File: config.mk
export PLATFORM = sky130hd
export DESIGN_NAME = mmc1_mapper_flat
export DESIGN_NICKNAME = d
export VERILOG_FILES = /design/src/rtl/mmc1_mapper_if.sv /design/src/rtl/mmc1_mapper.sv /design/src/flat_wrapper.sv
export SDC_FILE = /design/constraint.sdc
export NUM_CORES = 1
export LEC_CHECK = 0
export CORE_MARGIN = 2
export CORE_UTILIZATION = 40
export DETAILED_ROUTE_END_ITERATION = 10
export DONT_BUFFER_PORTS = 1
export HOLD_SLACK_MARGIN = 0.1
export PLACE_DENSITY = 0.53
export SYNTH_ARGS = -nofsm -noshare
export SYNTH_HDL_FRONTEND = slang
export SYNTH_SLANG_ARGS = --single-unit
File: constraint.sdc
create_clock -name clk -period 2.4 [get_ports clk]
set_input_delay 0.48 -clock clk [delete_from_list [all_inputs] [get_ports clk]]
set_output_delay 0.48 -clock clk [all_outputs]
set_load 0.02 [all_outputs]
File: src/rtl/mmc1_mapper_if.sv
// Bus bundle between the CPU/PPU side and the MMC1 mapper.
//   ce        : CPU-cycle enable
//   flags     : cart flags, [15] = CHR is RAM
//   prg_*     : CPU address/strobe/data in, external PRG address and access permit out
//   chr_*     : PPU address in, external CHR address and CHR write permit out
//   vram_a10  : A10 for the internal 2K VRAM
//   vram_ce   : route the PPU access to internal VRAM
// The master modport is the console side, the slave modport is the mapper.
interface mmc1_mapper_if;
    logic        ce;
    logic [31:0] flags;
    logic [15:0] prg_ain;
    logic [21:0] prg_aout;
    logic        prg_read;
    logic        prg_write;
    logic [7:0]  prg_din;
    logic        prg_allow;
    logic [13:0] chr_ain;
    logic [21:0] chr_aout;
    logic        chr_allow;
    logic        vram_a10;
    logic        vram_ce;

    modport master (
        output ce, flags, prg_ain, prg_read, prg_write, prg_din, chr_ain,
        input  prg_aout, prg_allow, chr_aout, chr_allow, vram_a10, vram_ce
    );

    modport slave (
        input  ce, flags, prg_ain, prg_read, prg_write, prg_din, chr_ain,
        output prg_aout, prg_allow, chr_aout, chr_allow, vram_a10, vram_ce
    );
endinterface

File: src/rtl/mmc1_mapper.sv
// MMC1 (SxROM) mapper: serial 5-bit register load port, switchable 16K PRG
// and 4K/8K CHR banking, programmable nametable mirroring and a PRG-RAM
// window at $6000-$7FFF. All address outputs are combinational.
//   clk   : system clock
//   reset : synchronous, active-high
//   bus   : mmc1_mapper_if.slave (CPU/PPU address, strobes, mapped outputs)
module mmc1_mapper #(
    parameter int unsigned PRG_BANK_BITS = 4,
    parameter int unsigned CHR_BANK_BITS = 5,
    parameter logic [21:0] PRG_BASE      = 22'h000000,
    parameter logic [21:0] CHR_BASE      = 22'h100000,
    parameter logic [21:0] WRAM_BASE     = 22'h3E0000
) (
    input  logic              clk,
    input  logic              reset,
    mmc1_mapper_if.slave      bus
);
    localparam int unsigned PB = PRG_BANK_BITS;
    localparam int unsigned CB = CHR_BANK_BITS;

    // Shift register starts with a marker bit in [4]; once the marker
    // reaches [0] the next written bit completes the 5-bit value.
    localparam logic [4:0] SHIFT_EMPTY = 5'b10000;

    logic [4:0] shift_q;
    logic [4:0] ctrl_q;
    logic [4:0] chr0_q;
    logic [4:0] chr1_q;
    logic [4:0] prg_q;
    logic       wr_last_q;

    logic       wr;
    logic [4:0] load_val;

    // Consecutive-cycle writes (read-modify-write instructions) are
    // collapsed to the first one via wr_last_q.
    assign wr       = bus.ce & bus.prg_write & bus.prg_ain[15] & ~wr_last_q;
    assign load_val = {bus.prg_din[0], shift_q[4:1]};

    // NOTE: sequential state uses non-blocking assignments so every register
    // samples pre-edge values; blocking here would let load_val see updated state.
    always_ff @(posedge clk) begin
        if (reset) begin
            shift_q   <= SHIFT_EMPTY;
            ctrl_q    <= 5'b01100;
            chr0_q    <= '0;
            chr1_q    <= '0;
            prg_q     <= '0;
            wr_last_q <= 1'b0;
        end else if (bus.ce) begin
            wr_last_q <= bus.prg_write;
            if (wr) begin
                if (bus.prg_din[7]) begin
                    // Reset of the serial port outranks a completing load.
                    shift_q <= SHIFT_EMPTY;
                    ctrl_q  <= ctrl_q | 5'b01100;
                end else if (!shift_q[0]) begin
                    shift_q <= load_val;
                end else begin
                    shift_q <= SHIFT_EMPTY;
                    unique case (bus.prg_ain[14:13])
                        2'b00:   ctrl_q <= load_val;
                        2'b01:   chr0_q <= load_val;
                        2'b10:   chr1_q <= load_val;
                        default: prg_q  <= load_val;
                    endcase
                end
            end
        end
    end

    // ---------------------------------------------------------------
    // PRG mapping
    // ---------------------------------------------------------------
    logic [PB-1:0] prg_bank;
    logic [21:0]   prg_rom_addr;
    logic          wram_hit;

    // NOTE: every combinational output gets a default before the case so
    // no path leaves it unassigned and no latch is inferred.
    always_comb begin
        prg_bank = prg_q[PB-1:0];
        unique case (ctrl_q[3:2])
            2'b00, 2'b01: prg_bank[0] = bus.prg_ain[14];         // 32K mode
            2'b10: if (!bus.prg_ain[14]) prg_bank = '0;          // $8000 fixed to first
            default: if (bus.prg_ain[14]) prg_bank = '1;         // $C000 fixed to last
        endcase
    end

    assign prg_rom_addr  = PRG_BASE | 22'({prg_bank, bus.prg_ain[13:0]});
    assign wram_hit      = (bus.prg_ain[15:13] == 3'b011);
    assign bus.prg_aout  = wram_hit ? (WRAM_BASE | {9'b0, bus.prg_ain[12:0]})
                                    : prg_rom_addr;
    // ROM is read-only; PRG-RAM is gated by prg_reg[4] (RAM disable).
    assign bus.prg_allow = (bus.prg_ain[15] & ~bus.prg_write) | (wram_hit & ~prg_q[4]);

    // ---------------------------------------------------------------
    // CHR mapping
    // ---------------------------------------------------------------
    logic [CB-1:0] chr_bank;

    always_comb begin
        chr_bank = chr0_q[CB-1:0];
        if (ctrl_q[4]) begin
            if (bus.chr_ain[12]) chr_bank = chr1_q[CB-1:0];      // two 4K banks
        end else begin
            chr_bank[0] = bus.chr_ain[12];                       // one 8K bank
        end
    end

    assign bus.chr_aout  = CHR_BASE | 22'({chr_bank, bus.chr_ain[11:0]});
    assign bus.chr_allow = bus.flags[15];
    assign bus.vram_ce   = bus.chr_ain[13];

    // Mirroring: one-screen low, one-screen high, vertical, horizontal.
    always_comb begin
        bus.vram_a10 = 1'b0;
        unique case (ctrl_q[1:0])
            2'b00:   bus.vram_a10 = 1'b0;
            2'b01:   bus.vram_a10 = 1'b1;
            2'b10:   bus.vram_a10 = bus.chr_ain[10];
            default: bus.vram_a10 = bus.chr_ain[11];
        endcase
    end

    // Inputs and register bits that some parameterisations leave unused.
    logic unused_ok;
    assign unused_ok = ^{bus.flags[31:16], bus.flags[14:0], bus.prg_read,
                         bus.prg_din[6:1], prg_q, chr0_q, chr1_q};
endmodule
File: src/flat_wrapper.sv
// flat-port wrapper written by rule: the top's interface ports become plain ports
module mmc1_mapper_flat 
#(
    parameter int unsigned PRG_BANK_BITS = 4,
    parameter int unsigned CHR_BANK_BITS = 5,
    parameter logic [21:0] PRG_BASE      = 22'h000000,
    parameter logic [21:0] CHR_BASE      = 22'h100000,
    parameter logic [21:0] WRAM_BASE     = 22'h3E0000
)
  (clk, reset, bus_ce, bus_flags, bus_prg_ain, bus_prg_read, bus_prg_write, bus_prg_din, bus_chr_ain, bus_prg_aout, bus_prg_allow, bus_chr_aout, bus_chr_allow, bus_vram_a10, bus_vram_ce);
  mmc1_mapper_if bus_i ();
  input  logic clk;
  input  logic reset;
  input wire logic [$bits(bus_i.ce)-1:0] bus_ce;
  input wire logic [$bits(bus_i.flags)-1:0] bus_flags;
  input wire logic [$bits(bus_i.prg_ain)-1:0] bus_prg_ain;
  input wire logic [$bits(bus_i.prg_read)-1:0] bus_prg_read;
  input wire logic [$bits(bus_i.prg_write)-1:0] bus_prg_write;
  input wire logic [$bits(bus_i.prg_din)-1:0] bus_prg_din;
  input wire logic [$bits(bus_i.chr_ain)-1:0] bus_chr_ain;
  output wire logic [$bits(bus_i.prg_aout)-1:0] bus_prg_aout;
  output wire logic [$bits(bus_i.prg_allow)-1:0] bus_prg_allow;
  output wire logic [$bits(bus_i.chr_aout)-1:0] bus_chr_aout;
  output wire logic [$bits(bus_i.chr_allow)-1:0] bus_chr_allow;
  output wire logic [$bits(bus_i.vram_a10)-1:0] bus_vram_a10;
  output wire logic [$bits(bus_i.vram_ce)-1:0] bus_vram_ce;
  assign bus_i.ce = bus_ce;
  assign bus_i.flags = bus_flags;
  assign bus_i.prg_ain = bus_prg_ain;
  assign bus_i.prg_read = bus_prg_read;
  assign bus_i.prg_write = bus_prg_write;
  assign bus_i.prg_din = bus_prg_din;
  assign bus_i.chr_ain = bus_chr_ain;
  assign bus_prg_aout = bus_i.prg_aout;
  assign bus_prg_allow = bus_i.prg_allow;
  assign bus_chr_aout = bus_i.chr_aout;
  assign bus_chr_allow = bus_i.chr_allow;
  assign bus_vram_a10 = bus_i.vram_a10;
  assign bus_vram_ce = bus_i.vram_ce;
  mmc1_mapper #(.PRG_BANK_BITS(PRG_BANK_BITS), .CHR_BANK_BITS(CHR_BANK_BITS), .PRG_BASE(PRG_BASE), .CHR_BASE(CHR_BASE), .WRAM_BASE(WRAM_BASE)) u_core (.clk(clk), .reset(reset), .bus(bus_i));
endmodule
---- Word-level counts from Yosys, hierarchy flattened ----
Cells that the tools add are included.
operators by class
  reductions and logical operators ........ 13
  bitwise operators ....................... 11
  multiplexer cells ....................... 14
  eq/ne operators ......................... 7
operators by type and width
  operator              count
  $mux W4               6
  $mux W22              1
  $reduce_and A5 Y1     4
  $mux W5               3
  $eq A2 B1 Y1 const B  3
  $eq A2 B2 Y1 const B  3
  $logic_not A2 Y1      3
  $pmux W3 S2           1
  $and A1 B1 Y1         5
  $not A1 Y1            5
  $reduce_and A4 Y1     1
  $reduce_bool A2 Y1    2
  $eq A3 B2 Y1 const B  1
  $pmux W1 S3           1
  $reduce_or A3 Y1      1
  $pmux W1 S2           1
  $reduce_and A2 Y1     1
  $reduce_or A2 Y1      1
  $mux W1               1
  $or A1 B1 Y1          1
storage, ports and cells
  logic and storage cells ................. 52
  register bits after elaboration ......... 26

---- Longest topological paths before layout ----
Gate-level depths: netlist (run 1).
  depth after elaboration ................. 4
  mapped depth ............................ 4

---- Least setup slack after synthesis (run 1) ----
No wires, ideal clock.
  kind .................................... input-to-output
  start point ............................. input port bus_prg_ain[14]
  end point ............................... output port bus_prg_aout[17]
  stages on the path ...................... 4
  slack ................................... 0.567 ns
  arrival ................................. 1.353 ns
  cell sequence ........................... buf_4 > nand2b_1 > a21oi_1 > o21ai_0
between the ends
  word-level cells in the longest chain between the ends .. 3
  elaborated cells on any way between the ends .. 5
  classes of those cells .................. eq/ne: 1; mux: 4
RTL lines
  what                               RTL line                              source
  start: declaration                 flat_wrapper.sv:16                    input wire logic [$bits(bus_i.prg_ain)-1:0] bus_prg_ain;
  $mux W4, on equally long branches  mmc1_mapper.sv:86, mmc1_mapper.sv:85
  $pmux W3 S2                        mmc1_mapper.sv:83                     unique case (ctrl_q[3:2])
  $mux W22 (*)                       mmc1_mapper.sv:92                     assign bus.prg_aout = wram_hit ? (WRAM_BASE | {9'b0, bus.prg_ain[12:0]})
  end: declaration                   flat_wrapper.sv:21                    output wire logic [$bits(bus_i.prg_aout)-1:0] bus_prg_aout;
Every way passes the cells marked *; elsewhere a longest branch is shown, timed or not.

---- Worst setup path in the final report (run 1) ----
  start point ............................. register u_core.ctrl_q[4]
  end point ............................... output port bus_chr_aout[14]
between the ends
  word-level cells in the longest chain between the ends .. 1
RTL lines
  what                      RTL line            source
  start: declaration        mmc1_mapper.sv:26   logic [4:0] ctrl_q;
  start signal: assignment  mmc1_mapper.sv:56   ctrl_q <= ctrl_q | 5'b01100;
  start signal: assignment  mmc1_mapper.sv:62   2'b00: ctrl_q <= load_val;
  $mux W4                   mmc1_mapper.sv:104  if (ctrl_q[4]) begin
  end: declaration          flat_wrapper.sv:23  output wire logic [$bits(bus_i.chr_aout)-1:0] bus_chr_aout;
Every way passes these cells.

==> metrics.txt, run 1 <==
Post-Synthesis Cells 179; Clock Skew 0.00265 ns; Max transition margin 65.4%; Area growth syn-to-layout -7.29%; Yosys reg bits 26; Int Pwr 679 uW; Max Cap Violations 0; antenna violations before repair 0; status completed; Lkg Pwr 0.669 nW; Clock power frac 41.6%; CTS H-Tree Depth 1; clk_lat worst skew 0.26 ns; switching pwr 171 uW; drt via density 5.18; Highest Clock Rate 587 MHz; root buffer cell clkbuf_8; post-synth cell types 30; total chip power 850 uW; sequential share of power 51.1%; final count of negative-setup-slack endpoints 0; grt ovf 0; first-pass GRT wire length 4660 um; maximum vdd ir drop 0.292 mV; Detail Route Antenna Nets 0; crit path kind flip-flop to primary output; Final Slew Violations 0; Rows 23; Core Footprint 3940 sq um; crit end category primary output; Critical Path Start Type flip-flop; nets 225; CTS buffer count 3; TritonRoute pass-1 iters 4; share of the yosys chip area belonging to registers 32.3%; Die Y 67.5 um; Detailed Place HPWL 2110 um; final worst path period share 70.9%; Clock Pin Slew Worst Setup and Hold Paths 0.09 ns; Least-Margin Pin Slew 0.516 ns; Cell Pwr Density 568 nW/um^2; fillcell total 395; Placer Congestion 0.745; TritonCTS clock tree built; Hold Path End u_core.shift_q[1]$_SDFFE_PP0P_; Arr. time, crit path 1.22 ns; I/O pin count 123; CP startpoint u_core.ctrl_q[4]$_SDFFE_PP0P_; required time worst endpoint 1.92 ns; cells on worst reg2reg path 3; Hold Path Stages 1; number of port buffers 0; Hold Path Class input pin to flip-flop; clk buf depth 2; Final Hold Viols 0; Wirelength per Cell 14.2 um; Tmin final 1.70 ns; reg2reg end u_core.chr0_q[4]$_SDFFE_PP0P_; pin count of the biggest net entering global routing 32; DRT iter0 DRCs 13; Final WS setup 0.697 ns; switching part of the total 20.1%; min-delay src reset; total of cells resized after clock tree synthesis 0; total clock sinks 26; share of cells above drive strength 1 12.8%; Diodes inserted 0; number of global-route vias before repair 1,002; Setup Buffers After CTS 0; full die area 4560 sq um; area fraction of the dominant cell type after synthesis 32.3%; Syn. warnings 0; hold slack final 0.272 ns; Comb power frac 7.2%; DRC errors left 0; total wire length 2830 um; R2R Path Start u_core.wr_last_q$_SDFFE_PP0P_; Reg2Reg Setup Slack 0.90 ns; main area contributors after synthesis dfxtp_1 (32%), buf_4 (18%), mux2i_1 (12%); cell taking the most area after synthesis dfxtp_1; Total GRT Usage 13.4%; RSZ-0062 raised after global routing false; Fin Setup TNS 0 ns; fin util 37.9%; via count 1,030; Max FO, Critical Path 5; Avg Cell Area, Syn 9.01 sq um; Post-Syn Area 1610 sq um; Starting Density 40.9%; Die W 67.5 um; dpl ws 0.789 ns; CTS Hold Bufs 0
-- through the flow --
step	cells	cell area [sq um]
2_1_floorplan	182	1620
3_3_place_gp	195	1420
3_5_place_dp	195	1420
4_1_cts	199	1500
5_1_grt	199	1500
6_report	199	1500
-- synth_stat cells (all sizes together) --
| cell | number |
|---|---|
| dfxtp | 26 |
| conb | 2 |
| and4 | 1 |
| nor4 | 3 |
| o2bb2ai | 1 |
| nand2b | 24 |
| nand4b | 2 |
| nor4b | 1 |
| inv | 4 |
| a21oi | 10 |
| o22ai | 1 |
| nor2 | 9 |
| and2 | 2 |
| and4b | 1 |
| nor2b | 1 |
| a21o | 1 |
| nand3 | 5 |
| o21bai | 3 |
| buf | 38 |
| a31oi | 1 |
| nand2 | 8 |
| mux2 | 4 |
| o21ai | 4 |
| nand4 | 2 |
| clkbuf | 4 |
| mux2i | 19 |
| a22o | 1 |
| or3b | 1 |
-- kinds of logic after synthesis --
logic type / share of synthesized area, %
flip-flops: 32.3
other: 0.466
multiplexers: 14.6
buffers and inverters: 19.5
AND/OR/NAND/NOR: 25.1
AO/OA/AOI/OAI: 8.07
-- cell usage in the layout, fill, tap and decap left out --
master	Yosys	layout
nand3_1	5	5
clkbuf_8	0	3
o21bai_1	3	3
nand4b_2	1	1
nor4b_4	1	1
and4_1	1	1
o2bb2ai_1	1	1
o21ai_0	4	4
a22o_1	1	1
dfxtp_1	26	26
nor4_1	3	3
nand4_1	1	1
nand2b_1	24	24
nand4_4	1	1
inv_1	4	4
conb_1	2	5
o22ai_1	1	1
a21o_1	1	1
and4b_1	1	1
bufinv_16	0	1
nor2b_4	1	1
nand4b_4	1	1
mux2i_1	19	19
a21oi_1	10	10
a31oi_1	1	1
mux2_2	4	4
and2_1	2	2
nor2_1	9	9
or3b_4	1	1
buf_4	38	5
nand2_1	8	8
-- power groups by stage --
stage / sequential [mW] / clock (mW) / combinational, mW
final: 0.434 / 0.354 / 0.0616
after CTS: 0.434 / 0.367 / 0.0620
after floorplan: 0.444 / 0 / 0.136
after global routing: 0.435 / 0.388 / 0.0662
after global placement: 0.445 / 0 / 0.0615
after detailed placement: 0.445 / 0 / 0.0618
-- area by class of cell --
class / count / area, sq um / area share (%)
clock buffers: 3 / 41.3 / 2.76
clock inverters: 1 / 30.0 / 2.01
inverters: 4 / 15.0 / 1.00
multi-input cells: 110 / 788 / 52.7
flip-flops and latches: 26 / 520 / 34.8
well taps: 50 / 62.6 / 4.18
repair buffers: 5 / 37.5 / 2.51
-- worst max path at each step --
stage                               endpoint  slack, ns
4_1_cts                     bus_chr_aout[14]       0.67
6_report                    bus_chr_aout[14]       0.70
2_1_floorplan               bus_prg_aout[17]       0.57
3_5_place_dp   u_core.chr0_q[4]$_SDFFE_PP0P_       0.79
3_3_place_gp   u_core.chr0_q[0]$_SDFFE_PP0P_       0.78
5_1_grt                     bus_prg_aout[16]       0.59
-- worst max-delay path, stage by stage, from the launching register on --
cell     delay, ns
dfxtp_1       0.34
nand2_1       0.19
mux2_2        0.43
-- registers in the layout, summed over array words and instances, names as in the netlist --
signal / cells
u_core.chr0_q: 5
u_core.chr1_q: 5
u_core.ctrl_q: 5
u_core.prg_q: 5
u_core.shift_q: 5
u_core.wr_last_q: 1
-- routing by layer --
| metal | track usage, % | share of wire, % |
|---|---|---|
| met1 | 15.4 | 44 |
| met2 | 22.9 | 48 |
| met3 | 2.67 | 5.4 |
| met4 | 8.16 | 2.2 |
| met5 | 0 | 0 |
Note: power is estimated with default switching activity, not from simulation.
==> inputs of run 2 (changes only) <==
--- a/config.mk
+++ b/config.mk
@@ -10,7 +10,7 @@
 export DETAILED_ROUTE_END_ITERATION = 10
 export DONT_BUFFER_PORTS = 1
 export HOLD_SLACK_MARGIN = 0.1
-export PLACE_DENSITY = 0.53
+export PLACE_DENSITY = 0.55
 export SYNTH_ARGS = -nofsm -noshare
 export SYNTH_HDL_FRONTEND = slang
 export SYNTH_SLANG_ARGS = --single-unit
==> constraint.sdc (replaced) <==
create_clock -name clk -period 1.4 [get_ports clk]
set_input_delay 0.28 -clock clk [delete_from_list [all_inputs] [get_ports clk]]
set_output_delay 0.28 -clock clk [all_outputs]
set_load 0.02 [all_outputs]
==> run 2 against run 1 <==
Highest routed layer unchanged. Final area increased by 8.2%. Critical endpoint is now bus_prg_aout[16]. Non-clock buffer count increased by 10. Sequential power increased by 71%. The flow now finishes with violations (negative setup slack). Worst setup slack got worse by 0.73 ns.
==> metrics.txt, run 2 (synthesized netlist as in run 1, its figures left out) <==
commonest non-fill, non-tap cell in the layout nand2b_1; R2R Path Start u_core.wr_last_q$_SDFFE_PP0P_; RSZ-0062 raised after global routing true; commonest non-fill, non-tap cells in the layout nand2b_1 (24), dfxtp_1 (22), mux2i_1 (19); antenna violations before repair 0 (unchanged); via count 1,080 (+4.9%); Top Family by Delay on Critical Path flip-flops; CP startpoint u_core.ctrl_q[3]$_SDFFE_PP1P_; required time worst endpoint 1.12 ns (-0.80 ns); footprint of the multi-input gates 833 sq um (+5.7%); Fin Setup TNS -0.0759 ns (-0.0759 ns); final count of negative-setup-slack endpoints 4 (+4); Arr. time, crit path 1.15 ns (-0.07 ns); clk_lat worst skew 0.27 ns (about the same); Critical Path Start Type flip-flop; Tmin final 1.43 ns; TritonRoute pass-1 iters 4 (unchanged); Rows 23 (unchanged); Wirelength per Cell 14.6 um (+2.8%); Core Footprint 3940 sq um (unchanged); Crit-path slowest cell dfxtp_4; Detail Route Antenna Nets 0 (unchanged); Diodes inserted 0 (unchanged); Max Cap Violations 0 (unchanged); Area growth syn-to-layout 0.310%; Starting Density 40.9% (unchanged); final instance area 1620 sq um (+8.2%); DRC errors left 0 (unchanged); I/O pin count 123 (unchanged); Detailed Place HPWL 2170 um (+2.6%); root buffer cell clkbuf_8; final worst path period share 102%; Lkg Pwr 0.738 nW (+10%); CTS H-Tree Depth 1 (unchanged); Bufs and invs on worst path 1 (+1); clk buf depth 2 (unchanged); worst path cell trace and2_4 -> o21ai_2 -> a21oi_1 -> buf_4; Placer Congestion 0.779 (+4.6%); Hold Path Class input pin to flip-flop; hold slack final 0.108 ns (-0.164 ns); fillcell total 388 (-1.8%); total clock sinks 26 (unchanged); share of cells above drive strength 1 25.8% (+13 points); number of port buffers 0 (unchanged); Final Slew Violations 0 (unchanged); CTS buffer count 3 (unchanged); Die W 67.5 um (unchanged); crit path kind flip-flop to primary output; TritonCTS clock tree built; Clock Pin Slew Worst Setup and Hold Paths 0.09 ns (about the same); Clock Skew 0.00694 ns (+0.00429 ns); Final Hold Viols 0 (unchanged); number of global-route vias before repair 1,010 (+0.80%); grt ovf 0 (unchanged); Total GRT Usage 13.7% (+0.29 points); Max FO, Critical Path 4 (-1); drt via density 5.17 (-0.16%); status finished with violations; Cell Pwr Density 839 nW/um^2 (+48%); Highest Clock Rate 697 MHz; placed instance area 1470 sq um (+3.2%); Final WS setup -0.0344 ns (-0.732 ns); pin count of the biggest net entering global routing 28 (-13%); failing checks negative setup slack; min-delay src reset; Die Y 67.5 um (unchanged); CP max stage delay 0.38 ns (-0.05 ns); crit end category primary output; total chip power 1.36 mW (+60%); sequential cell area 531 sq um (+1.9%); nets 235 (+4.4%); full die area 4560 sq um (unchanged); total wire length 3060 um (+8.0%); maximum vdd ir drop 0.330 mV (+13%); dpl ws 0.0561 ns (-0.733 ns); DRT iter0 DRCs 40 (+27); first-pass GRT wire length 4750 um (+1.9%)
## run 2: area by class of cell
type | count | share of cell area [%]
Multi-Input combinational cell | 110 | 51.5
Sequential cell | 26 | 32.8
Timing Repair Buffer | 15 | 7.35
Tap cell | 50 | 3.87
Clock buffer | 4 | 3.40
Inverter | 4 | 1.08
## run 2: timing repair
action,4_1_cts,5_1_grt
setup buffers,2,1
hold buffers,1,0
pin swaps,4,2
resized for setup,17,8
hold endpoints to repair,5,0
endpoints found under the setup margin,9,12
## run 2: layer usage
layer  track usage [%]  part of all wire [%]
met5                 0                     0
met2              23.5                    50
met1              16.6                    44
met4              5.36                   1.2
met3              3.00                   5.5
## run 2: final timing paths
| path | depth (start not counted) | end | slack [ns] |
|---|---|---|---|
| min | 1 | u_core.shift_q[4]$_SDFFE_PP1P_ | 0.11 |
| min reg2reg | 2 | u_core.shift_q[0]$_SDFFE_PP0P_ | 0.48 |
| max | 4 | bus_prg_aout[16] | -0.03 |
| max reg2reg | 4 | u_core.prg_q[1]$_SDFFE_PP0P_ | 0.10 |
## run 2: power breakdown
| group | total, mW | internal (mW) | leakage (nW) | switching [mW] |
|---|---|---|---|---|
| logic | 0.124 | 0.0523 | 0.498 | 0.0715 |
| clock network | 0.492 | 0.252 | 0.0288 | 0.240 |
| registers | 0.741 | 0.738 | 0.211 | 0.00264 |
## run 2: per-stage QoR
step,util [%],std cells
CTS,40.3,208
floorplan,-,182
global route,41.0,209
finish,41.0,209
detailed placement,37.3,201
global placement,37.3,201
